<file path="config.mk">
export PLATFORM = sky130hd
export DESIGN_NAME = vga_pattern_gen
export DESIGN_NICKNAME = d
export VERILOG_FILES = /design/src/rtl/vga_pattern_gen.sv
export SDC_FILE = /design/constraint.sdc
export NUM_CORES = 1
export LEC_CHECK = 0
export BUFFER_PORTS_ARGS = -buffer_cell sky130_fd_sc_hd__buf_2
export CAP_MARGIN = 20
export CORE_ASPECT_RATIO = 0.5
export CORE_MARGIN = 3
export CORE_UTILIZATION = 41
export DETAILED_ROUTE_END_ITERATION = 16
export GPL_TIMING_DRIVEN = 0
export SLEW_MARGIN = 20
export SYNTH_ARGS = -nofsm -noshare
export SYNTH_HDL_FRONTEND = slang
export SYNTH_SLANG_ARGS = --single-unit
</file>
<file path="constraint.sdc">
create_clock -name clk -period 3.85 [get_ports clk]
set_clock_uncertainty 0.05 [all_clocks]
set_input_delay 0.5775 -clock clk [delete_from_list [all_inputs] [get_ports clk]]
set_output_delay 0.5775 -clock clk [all_outputs]
set_load 0.02 [all_outputs]
</file>
<file path="src/rtl/vga_pattern_gen.sv">
// Pixel stage behind the VGA timing generator: registered RGB332 test patterns
// (vertical/horizontal/scrolling stripes, bouncing box) with syncs re-aligned to colour.
module vga_pattern_gen #(
  parameter int HBP          = 245,
  parameter int VBP          = 50,
  parameter int H_ACTIVE     = 1023,
  parameter int V_ACTIVE     = 781,
  parameter int STRIPE_SHIFT = 7,
  parameter int SPEED        = 2,
  parameter int BOX_SIZE     = 64,
  parameter int STEP         = 4
) (
  input  logic        clk,
  input  logic        clr,
  input  logic [10:0] hc,
  input  logic [10:0] vc,
  input  logic        vidon,
  input  logic        hsync_in,
  input  logic        vsync_in,
  input  logic [1:0]  mode,
  output logic [2:0]  red,
  output logic [2:0]  green,
  output logic [1:0]  blue,
  output logic        hsync,
  output logic        vsync,
  output logic        frame_tick
);

  localparam logic [10:0] X_MAX = 11'(H_ACTIVE - BOX_SIZE);
  localparam logic [10:0] Y_MAX = 11'(V_ACTIVE - BOX_SIZE);

  logic [1:0]  mode_q;
  logic [10:0] scroll;
  logic [10:0] bx, by;
  logic        dx_neg, dy_neg;
  logic        vs_prev;
  logic        tick;
  logic [10:0] x, y, sx;
  logic [11:0] bx_step, by_step;
  logic        in_box;
  logic [7:0]  colour;

  function automatic logic [7:0] palette(input logic [2:0] idx);
    case (idx)
      3'd0:    palette = 8'h00;
      3'd1:    palette = 8'h03;
      3'd2:    palette = 8'h1C;
      3'd3:    palette = 8'h1F;
      3'd4:    palette = 8'hE0;
      3'd5:    palette = 8'hE3;
      3'd6:    palette = 8'hFC;
      default: palette = 8'hFF;
    endcase
  endfunction

  // Returns {direction_negative, position} after one frame of bouncing.
  function automatic logic [11:0] step_axis(input logic [10:0] pos, input logic neg,
                                            input logic [10:0] lim);
    logic [11:0] res;
    res = {neg, pos};
    if (!neg) begin
      if ({1'b0, pos} + 12'(STEP) >= {1'b0, lim}) res = {1'b1, lim};
      else                                       res = {1'b0, pos + 11'(STEP)};
    end else begin
      if (pos <= 11'(STEP)) res = {1'b0, 11'd0};
      else                  res = {1'b1, pos - 11'(STEP)};
    end
    return res;
  endfunction

  assign tick    = vs_prev & ~vsync_in;
  assign x       = hc - 11'(HBP);
  assign y       = vc - 11'(VBP);
  assign sx      = x + scroll;
  assign bx_step = step_axis(bx, dx_neg, X_MAX);
  assign by_step = step_axis(by, dy_neg, Y_MAX);

  // Widened compares keep bx + BOX_SIZE from wrapping for any parameter choice.
  assign in_box = ({1'b0, x} >= {1'b0, bx}) && ({1'b0, x} < {1'b0, bx} + 12'(BOX_SIZE)) &&
                  ({1'b0, y} >= {1'b0, by}) && ({1'b0, y} < {1'b0, by} + 12'(BOX_SIZE));

  always_comb begin
    colour = 8'h00;
    if (vidon) begin
      case (mode_q)
        2'd0:    colour = palette(3'(x >> STRIPE_SHIFT));
        2'd1:    colour = palette(3'(y >> STRIPE_SHIFT));
        2'd2:    colour = palette(3'(sx >> STRIPE_SHIFT));
        default: colour = in_box ? 8'hFF : 8'h00;
      endcase
    end
  end

  always_ff @(posedge clk or posedge clr) begin
    if (clr) begin
      red        <= '0;
      green      <= '0;
      blue       <= '0;
      hsync      <= 1'b1;
      vsync      <= 1'b1;
      frame_tick <= 1'b0;
      vs_prev    <= 1'b0;
      mode_q     <= 2'd0;
      scroll     <= '0;
      bx         <= '0;
      by         <= '0;
      dx_neg     <= 1'b0;
      dy_neg     <= 1'b0;
    end else begin
      red        <= colour[7:5];
      green      <= colour[4:2];
      blue       <= colour[1:0];
      hsync      <= hsync_in;
      vsync      <= vsync_in;
      frame_tick <= tick;
      vs_prev    <= vsync_in;
      if (tick) begin
        mode_q <= mode;
        scroll <= scroll + 11'(SPEED);
        bx     <= bx_step[10:0];
        dx_neg <= bx_step[11];
        by     <= by_step[10:0];
        dy_neg <= by_step[11];
      end
    end
  end

endmodule

</file>
==> impl_metrics.env, run 1 <==
export IMPL_status="finished, final reports clean"
export IMPL_synth_area_leaders="dfrtp_1, ha_1, xnor2_1"
export IMPL_fin_nets=659
export IMPL_synth_commonest_cells="ha_1, nand2_1, o21ai_0, dfrtp_1, inv_1"
export IMPL_critPathLaunchType="primary input"
export IMPL_avgSynthCellArea_um2=8.023
export IMPL_post_cts_buffers=0
export IMPL_first_iter_violations=345
export IMPL_first_global_vias=3727
export IMPL_whs_ps=155.4
export IMPL_cp_startpoint="hc[0]"
export IMPL_hp_class="in2async"
export IMPL_maxCapViolCount=0
export IMPL_worstMarginPinSlew_ps=894.4
export IMPL_power_internal_uw=1462
export IMPL_clock_sinks=40
export IMPL_avgRoutedWirePerCell_um=15.96
export IMPL_core_area_um2=9759
export IMPL_final_area_um2=4777
export IMPL_fin_crit_sh=0.9045
export IMPL_first_pass_iters=5
export IMPL_relSlewSlack=0.3975
export IMPL_power_frac_comb=0.606
export IMPL_maxSlewViolCount=0
export IMPL_clkTransAtPathRegs_ps=60
export IMPL_hold_viol=0
export IMPL_grt_ovfl_total=0
export IMPL_track_usage=0.1986
export IMPL_rsz0062_at_grt="no"
export IMPL_antenna_found_initial=0
export IMPL_synthesis_nets=612
export IMPL_ctsRootBufferMaster="clkbuf_16"
export IMPL_initial_core_util=0.4349
export IMPL_setup_violations_final=0
export IMPL_vias_per_cell=5.761
export IMPL_placement_io_buffers=39
export IMPL_irDropWorstVdd_mv=0.2564
export IMPL_seqPwrFrac=0.242
export IMPL_syn_area_um2=4244
export IMPL_area_growth_pct=12.56
export IMPL_required_ps=3970
export IMPL_fmax_mhz=287.2
export IMPL_clock_path_buffers=2
export IMPL_pwr_share_clk=0.152
export IMPL_dieHeight_um=77.94
export IMPL_cts_max_level=2
export IMPL_cts_tree="done"
export IMPL_dp_hpwl_mm=8.662
export IMPL_vias=4102
export IMPL_synth_most_common_cell="ha_1"
export IMPL_pin_count=40
export IMPL_worstPathArrival_ps=3610
export IMPL_synthArstFlopShare=1.000
export IMPL_worst_setup_path_end_kind="register"
export IMPL_switching_share=0.4813
export IMPL_yosys_register_bits=40
export IMPL_post_cts_resized=0
export IMPL_period_needed_ps=3482
export IMPL_drc=0
export IMPL_synth_distinct_cells=64
export IMPL_postRouteAntennaNets=0
export IMPL_cts_buffers=5
export IMPL_dpl_instance_area_um2=4628
export IMPL_grt_start_max_net_pins=33
export IMPL_synth_top_area_frac=0.2241
export IMPL_power_density_nw_per_um2=590.2
export IMPL_grt_pass1_wl_mm=18.98
export IMPL_reg2reg_from="bx[6]"
export IMPL_tns_ps=0
export IMPL_n_antenna_cell=0
export IMPL_drt_wl_total_mm=11.36
export IMPL_p_leak_uw=0.002096
export IMPL_ys_warn_count=0
export IMPL_drive_above_1_share=0.1127
export IMPL_synthFlopType="dfrtp_1"
export IMPL_path_max_fanout=4
export IMPL_clock_latency_ps=280
export IMPL_fp_dieArea_um2=11680
export IMPL_synth_top_area_cell="dfrtp_1"
export IMPL_die_w_um=149.9
export IMPL_synth_edf_count=0
export IMPL_syn_inst=529
export IMPL_cts_hold_buf=0
export IMPL_yosysSeqAreaShare=0.2364
export IMPL_fill_cells=999
export IMPL_p_switching_uw=1357
export IMPL_crit_type="in2reg"
export IMPL_place_congestion=0.9149
export IMPL_rows=25
cell usage in the layout (no fill, tap or decap), types with 5 or more instances in the layout:
| master | count |
|---|---|
| clkbuf_16 | 5 |
| o22ai_1 | 5 |
| dfrtp_1 | 38 |
| nor2_1 | 36 |
| buf_4 | 5 |
| o211ai_1 | 8 |
| inv_1 | 37 |
| nor3_1 | 14 |
| a31oi_1 | 13 |
| xor2_1 | 11 |
| nand3_1 | 25 |
| clkbuf_1 | 19 |
| nand4_1 | 13 |
| nand2_1 | 42 |
| o21ai_0 | 41 |
| xnor2_1 | 31 |
| a21o_1 | 5 |
| buf_2 | 40 |
| a21oi_1 | 31 |
| ha_1 | 54 |
| nand2b_1 | 5 |
metal layers:
metal	vias to the layer above	wire length [um]	GRT usage
met5	-	0	0
met3	7	667	0.02975
li1	2043	-	-
met4	0	57	0.03741
met2	125	4624	0.2871
met1	1927	6015	0.3099
layout make-up:
cell class	instances	area [um2]	share of cell area
Timing Repair Buffer	40	215.2	0.04505
Inverter	40	150.1	0.03143
Clock buffer	6	138.9	0.02907
Tap cell	135	168.9	0.03536
Multi-Input combinational cell	421	2950	0.6176
Clock inverter	2	10.01	0.002095
Buffer	28	140.1	0.02933
Sequential cell	40	1003	0.2101
worst paths after layout:
kind,end,slack (ps),depth (start not counted)
min,dy_neg,160,2
max reg2reg,blue[0],750,10
min reg2reg,scroll[9],450,1
min in group clk,hsync,350,1
max,red[1],370,12
max in group asynchronous,vsync,3080,3
registers in the layout (all words and copies together), names as in the netlist:
signal / count
blue: 1
bx: 10
by: 10
dx_neg: 1
dy_neg: 1
frame_tick: 1
green: 1
hsync: 1
mode_q: 2
red: 1
scroll: 9
vs_prev: 1
vsync: 1
power by group through the flow:
stage | sequential (uW) | combinational (uW) | clock (uW)
global placement | 684 | 1670 | 0
CTS | 677 | 1690 | 439
detailed placement | 685 | 1670 | 0
floorplan | 657 | 1280 | 0
finish | 681 | 1710 | 429
global route | 703 | 1930 | 463
stage by stage:
stage	worst slack [ps]	total power (uW)	cells	util
6_report	367.7	2819	712	0.4895
3_3_place_gp	68.37	2351	703	0.4722
2_1_floorplan	747.7	1941	529	-
5_1_grt	99.94	3100	712	0.4895
4_1_cts	414.5	2803	712	0.4895
3_5_place_dp	131.8	2356	704	0.4742
logic make-up after synthesis:
logic type      after synthesis  share of synthesized area
xor+xnor                     43                    0.09198
compound gates              152                     0.2344
fa+ha+maj                    54                     0.1592
simple gates                169                     0.2022
buf+inv                      68                    0.06840
mux                           3                   0.007370
flops                        40                     0.2364
worst max-delay path, stage by stage:
cell and delay, ps:
buf_2 110, inv_1 40, ha_1 210, nor2b_1 200, o211ai_1 140, xor2_1 540
ha_1 380, a211o_1 320, nor4_1 260, o21ai_0 250, a41oi_1 340, and3b_1 220
No activity file was read; power rests on OpenSTA's default activity.
==> run 2: changes to the inputs <==
--- a/config.mk
+++ b/config.mk
@@ -12,6 +12,7 @@
 export CORE_UTILIZATION = 41
 export DETAILED_ROUTE_END_ITERATION = 16
 export GPL_TIMING_DRIVEN = 0
+export PLACE_DENSITY = 0.59
 export SLEW_MARGIN = 20
 export SYNTH_ARGS = -nofsm -noshare
 export SYNTH_HDL_FRONTEND = slang
==> impl_metrics.env, run 2 (synthesis gave the netlist of run 1 again) <==
export IMPL_layout_common_cells="ha_1, nand2_1, o21ai_0"
export IMPL_die_w_um=149.9
export IMPL_period_needed_ps=3513
export IMPL_tns_ps=0
export IMPL_dieHeight_um=77.94
export IMPL_critPathLaunchType="primary input"
export IMPL_fp_dieArea_um2=11680
export IMPL_drive_above_1_share=0.1109
export IMPL_p_leak_uw=0.002111
export IMPL_fmax_mhz=284.6
export IMPL_avgRoutedWirePerCell_um=15.95
export IMPL_maxCapViolCount=0
export IMPL_worstMarginPinSlew_ps=818.4
export IMPL_maxSlewViolCount=0
export IMPL_rsz0062_at_grt="no"
export IMPL_cts_hold_buf=0
export IMPL_n_antenna_cell=0
export IMPL_worst_setup_path_end_kind="register"
export IMPL_fin_nets=659
export IMPL_clkTransAtPathRegs_ps=70
export IMPL_pin_count=40
export IMPL_critPathSlowestCell="a2111oi_0"
export IMPL_vias_per_cell=5.747
export IMPL_reg_top3="bx: 10 flops, by: 10 flops, scroll: 9 flops"
export IMPL_grt_pass1_wl_mm=18.82
export IMPL_worstPathArrival_ps=3640
export IMPL_grt_ovfl_total=0
export IMPL_irDropWorstVdd_mv=0.2442
export IMPL_clock_sinks=40
export IMPL_fin_crit_sh=0.9125
export IMPL_power_density_nw_per_um2=608.1
export IMPL_critPathTopFamily="compound AO/OA/AOI/OAI gates"
export IMPL_ctsRootBufferMaster="clkbuf_16"
export IMPL_antenna_found_initial=0
export IMPL_area_growth_pct=13.50
export IMPL_final_common_cell="ha_1"
export IMPL_post_cts_resized=0
export IMPL_drt_wl_total_mm=11.36
export IMPL_place_congestion=0.9133
export IMPL_placement_io_buffers=39
export IMPL_first_pass_iters=7
export IMPL_critPathBufInv=2
export IMPL_initial_core_util=0.4349
export IMPL_clock_latency_ps=290
export IMPL_hp_class="in2async"
export IMPL_hold_viol=0
export IMPL_first_iter_violations=319
export IMPL_dp_hpwl_mm=8.770
export IMPL_critPathMaxStageDelay_ps=600
export IMPL_cts_max_level=2
export IMPL_crit_top_cell="ha_1"
export IMPL_clock_path_buffers=2
export IMPL_post_cts_buffers=0
export IMPL_crit_type="in2reg"
export IMPL_cts_buffers=5
export IMPL_vias=4092
export IMPL_core_area_um2=9759
export IMPL_whs_ps=166.6
export IMPL_status="finished, final reports clean"
export IMPL_track_usage=0.1987
export IMPL_relSlewSlack=0.4487
export IMPL_path_max_fanout=4
export IMPL_cts_tree="done"
export IMPL_postRouteAntennaNets=0
export IMPL_drc=0
export IMPL_rows=25
export IMPL_path_cells="buf_2, inv_1, ha_1, nand2b_1, a31oi_1, nand2_1, xnor2_1, ha_1, a2111oi_0, o21ai_0, nor2_1, a211oi_1, a41oi_1, and3b_1"
export IMPL_required_ps=3980
export IMPL_first_global_vias=3716
export IMPL_setup_violations_final=0
export IMPL_grt_start_max_net_pins=32
run 2: changes by cell type in the layout (fill, tap and decap cells not counted), sizes merged:
cell,before,now
clkinv,4,2
bufinv,0,2
run 2: final timing paths:
path	start	end	slack [ps]	cells past startpoint
max	vc[1]	red[1]	340	14
min	clr	dy_neg	170	2
max reg2reg	bx[6]	green[1]	780	10
min reg2reg	scroll[9]	scroll[9]	450	1
max in group asynchronous	clr	vsync	3070	3
min in group clk	hsync_in	hsync	340	1
run 2: area by class of cell:
class	instances	area, um2
plain buffers	28	140.1
clock buffers	6	128.9
clock inverters	2	60.06
fillers	984	4942
inverters	40	150.1
multi-input cells	421	2950
flip-flops and latches	40	1003
well taps	135	168.9
repair buffers	40	215.2
run 2: through the flow:
step / total power, uW / worst slack [ps] / area [um2] / util / cells
floorplan: 1941 / 747.7 / 4244 / - / 529
global placement: 2354 / 63.69 / 4608 / 0.4722 / 703
detailed placement: 2358 / 138.1 / 4628 / 0.4742 / 704
CTS: 2918 / 431.9 / 4817 / 0.4936 / 712
global route: 3210 / 63.55 / 4817 / 0.4936 / 712
finish: 2929 / 336.8 / 4817 / 0.4936 / 712
run 2: worst reg2reg max path, delay by kind of cell (launching register included):
| family | cells | cell delay, ps |
|---|---|---|
| compound gates | 5 | 1280 |
| fa+ha+maj | 2 | 600 |
| buf+inv | 3 | 610 |
| flops | 1 | 440 |
run 2: metal layers:
layer	vias to the layer above	share of wire	track usage
li1	2045	-	-
met4	0	0.0056	0.03011
met5	-	0	0
met1	1920	0.53	0.3122
met2	121	0.41	0.2831
met3	6	0.061	0.03676
run 2: power breakdown:
| part | internal [uW] | switching, uW |
|---|---|---|
| clock | 372 | 176 |
| sequential | 545 | 134 |
| combinational | 659 | 1040 |
==> run 3: changes to the inputs <==
--- a/config.mk
+++ b/config.mk
@@ -5,14 +5,17 @@
 export SDC_FILE = /design/constraint.sdc
 export NUM_CORES = 1
 export LEC_CHECK = 0
+export ABC_AREA = 1
 export BUFFER_PORTS_ARGS = -buffer_cell sky130_fd_sc_hd__buf_2
 export CAP_MARGIN = 20
+export CELL_PAD_IN_SITES_DETAIL_PLACEMENT = 1
+export CELL_PAD_IN_SITES_GLOBAL_PLACEMENT = 2
 export CORE_ASPECT_RATIO = 0.5
 export CORE_MARGIN = 3
-export CORE_UTILIZATION = 41
+export CORE_UTILIZATION = 37
 export DETAILED_ROUTE_END_ITERATION = 16
 export GPL_TIMING_DRIVEN = 0
-export PLACE_DENSITY = 0.59
+export PLACE_DENSITY = 0.86
 export SLEW_MARGIN = 20
 export SYNTH_ARGS = -nofsm -noshare
 export SYNTH_HDL_FRONTEND = slang
==> impl_metrics.env, run 3 <==
export IMPL_synth_area_leaders="dfrtp_1, ha_1, nand2_1"
export IMPL_r2r_cells=13
export IMPL_cts_buffers=5
export IMPL_worst_setup_path_end_kind="register"
export IMPL_syn_inst=611
export IMPL_n_antenna_cell=0
export IMPL_irDropWorstVdd_mv=0.1973
export IMPL_clock_sinks=40
export IMPL_synth_top_area_cell="dfrtp_1"
export IMPL_yosysSeqAreaShare=0.2344
export IMPL_clkTransAtPathRegs_ps=70
export IMPL_fin_crit_sh=0.8748
export IMPL_rsz0062_at_grt="no"
export IMPL_reg2reg_from="bx[6]"
export IMPL_pin_count=40
export IMPL_synthFlopType="dfrtp_1"
export IMPL_grt_pass1_wl_mm=20.47
export IMPL_layout_common_cells="nand2_1, inv_1, nor2_1"
export IMPL_cp_startpoint="hc[0]"
export IMPL_grt_start_max_net_pins=23
export IMPL_clock_path_buffers=2
export IMPL_first_iter_violations=149
export IMPL_synth_commonest_cells="nand2_1, inv_1, nor2_1, ha_1, nand3_1"
export IMPL_rrSetupSlack_ps=1530
export IMPL_fin_nets=741
export IMPL_setup_violations_final=0
export IMPL_final_common_cell="nand2_1"
export IMPL_vias_per_cell=5.020
export IMPL_ys_warn_count=0
export IMPL_worstPathArrival_ps=3540
export IMPL_reg_top3="bx: 10 flops, by: 10 flops, scroll: 9 flops"
export IMPL_clock_latency_ps=290
export IMPL_core_area_um2=11150
export IMPL_tns_ps=0
export IMPL_cts_tree="done"
export IMPL_dp_hpwl_mm=9.992
export IMPL_first_pass_iters=4
export IMPL_power_density_nw_per_um2=531.9
export IMPL_synth_distinct_cells=44
export IMPL_maxCapViolCount=0
export IMPL_dpl_instance_area_um2=4684
export IMPL_rows=27
export IMPL_placement_io_buffers=39
export IMPL_worstMarginPinSlew_ps=687.0
export IMPL_drc=0
export IMPL_antenna_found_initial=0
export IMPL_cts_hold_buf=0
export IMPL_initial_core_util=0.3840
export IMPL_worstReg2RegEnd="blue[0]"
export IMPL_ctsRootBufferMaster="clkbuf_16"
export IMPL_syn_area_um2=4280
export IMPL_synthArstFlopShare=1.000
export IMPL_avgRoutedWirePerCell_um=14.96
export IMPL_fill_cells=1496
export IMPL_post_cts_buffers=0
export IMPL_drive_above_1_share=0.1487
export IMPL_yosys_register_bits=40
export IMPL_hp_class="in2async"
export IMPL_path_max_fanout=4
export IMPL_maxSlewViolCount=0
export IMPL_relSlewSlack=0.5420
export IMPL_avgSynthCellArea_um2=7.005
export IMPL_area_growth_pct=12.92
export IMPL_crit_type="in2reg"
export IMPL_cts_max_level=2
export IMPL_place_congestion=0.8075
export IMPL_fmax_mhz=296.9
export IMPL_hold_viol=0
export IMPL_vias=4036
export IMPL_grt_ovfl_total=0
export IMPL_synth_edf_count=0
export IMPL_synth_most_common_cell="nand2_1"
export IMPL_die_w_um=158.1
export IMPL_status="finished, final reports clean"
export IMPL_fp_dieArea_um2=12970
export IMPL_synth_top_area_frac=0.2222
export IMPL_post_cts_resized=0
export IMPL_required_ps=4020
export IMPL_synthesis_nets=694
export IMPL_postRouteAntennaNets=0
export IMPL_final_area_um2=4833
export IMPL_critPathLaunchType="primary input"
export IMPL_dieHeight_um=82.06
export IMPL_p_leak_uw=0.002559
export IMPL_drt_wl_total_mm=12.03
export IMPL_period_needed_ps=3368
export IMPL_track_usage=0.1981
export IMPL_first_global_vias=4170
run 3: cell types whose count changed after synthesis, moves of 19 or more:
cell,change
xnor2_1,-23
nor2_1,+19
xor2_1,+24
inv_1,+46
nand2_1,+93
nand3_1,+27
run 3: per-layer routing:
layer / global-route usage / up-vias / part of all wire
li1: - / 2075 / -
met1: 0.2790 / 1905 / 0.53
met2: 0.3326 / 49 / 0.44
met3: 0.02526 / 7 / 0.022
met4: 0.03090 / 0 / 0.0069
met5: 0 / - / 0
run 3: cell families after synthesis:
group | share of synthesized area
AOI/OAI and AO/OA | 0.1272
xor gates and xnor gates | 0.09179
adders and majority gates | 0.1578
buffers and inverters | 0.1032
DFF | 0.2344
and+or+nand+nor | 0.2856
run 3: metrics by stage:
| stage | utilization | total power [uW] | hold WS [ps] | setup slack [ps] | instances |
|---|---|---|---|---|---|
| 6_report | 0.4336 | 2571 | 252.9 | 482.2 | 804 |
| 5_1_grt | 0.4336 | 2862 | 285.3 | 130.3 | 804 |
| 4_1_cts | 0.4336 | 2595 | 267.1 | 480.4 | 804 |
| 3_5_place_dp | 0.4202 | 2144 | 444.9 | 178.3 | 796 |
| 3_3_place_gp | 0.4177 | 2093 | 440.5 | 224.4 | 795 |
| 2_1_floorplan | - | 1764 | 419.0 | 968.0 | 611 |
run 3: final cells by class:
class / count / area, um2 / area share
clock buffers: 5 / 125.1 / 0.02589
multi-input cells: 465 / 2835 / 0.5866
inverters: 89 / 334.1 / 0.06912
flip-flops and latches: 40 / 1003 / 0.2076
repair buffers: 40 / 222.7 / 0.04608
plain buffers: 17 / 107.6 / 0.02226
well taps: 145 / 181.4 / 0.03754
clock inverters: 3 / 23.77 / 0.004918
run 3: critical path, stage by stage:
cell	delay, ps
buf_2	120
inv_1	50
ha_1	210
o21ai_0	360
nand3_1	140
xnor2_1	390
ha_1	340
nand2_1	100
inv_1	40
a21oi_1	250
nand2_1	170
a21boi_0	240
nand3_1	130
nand2_1	80
nand2_1	60
nand3_1	80
nand2_1	80
a21oi_2	120
run 3: worst max path at each step:
stage	slack [ps]	to	cells past startpoint
after floorplan	970	red[1]	17
after global placement	220	red[1]	18
after detailed placement	180	red[1]	18
after CTS	480	red[1]	18
after global routing	130	red[1]	18
final	480	red[1]	18
run 3: power by group:
group          total (uW)  switching [uW]  internal, uW
clock network         436             194           242
registers             640             122           518
logic                1500             921           575
total                2570            1240          1330
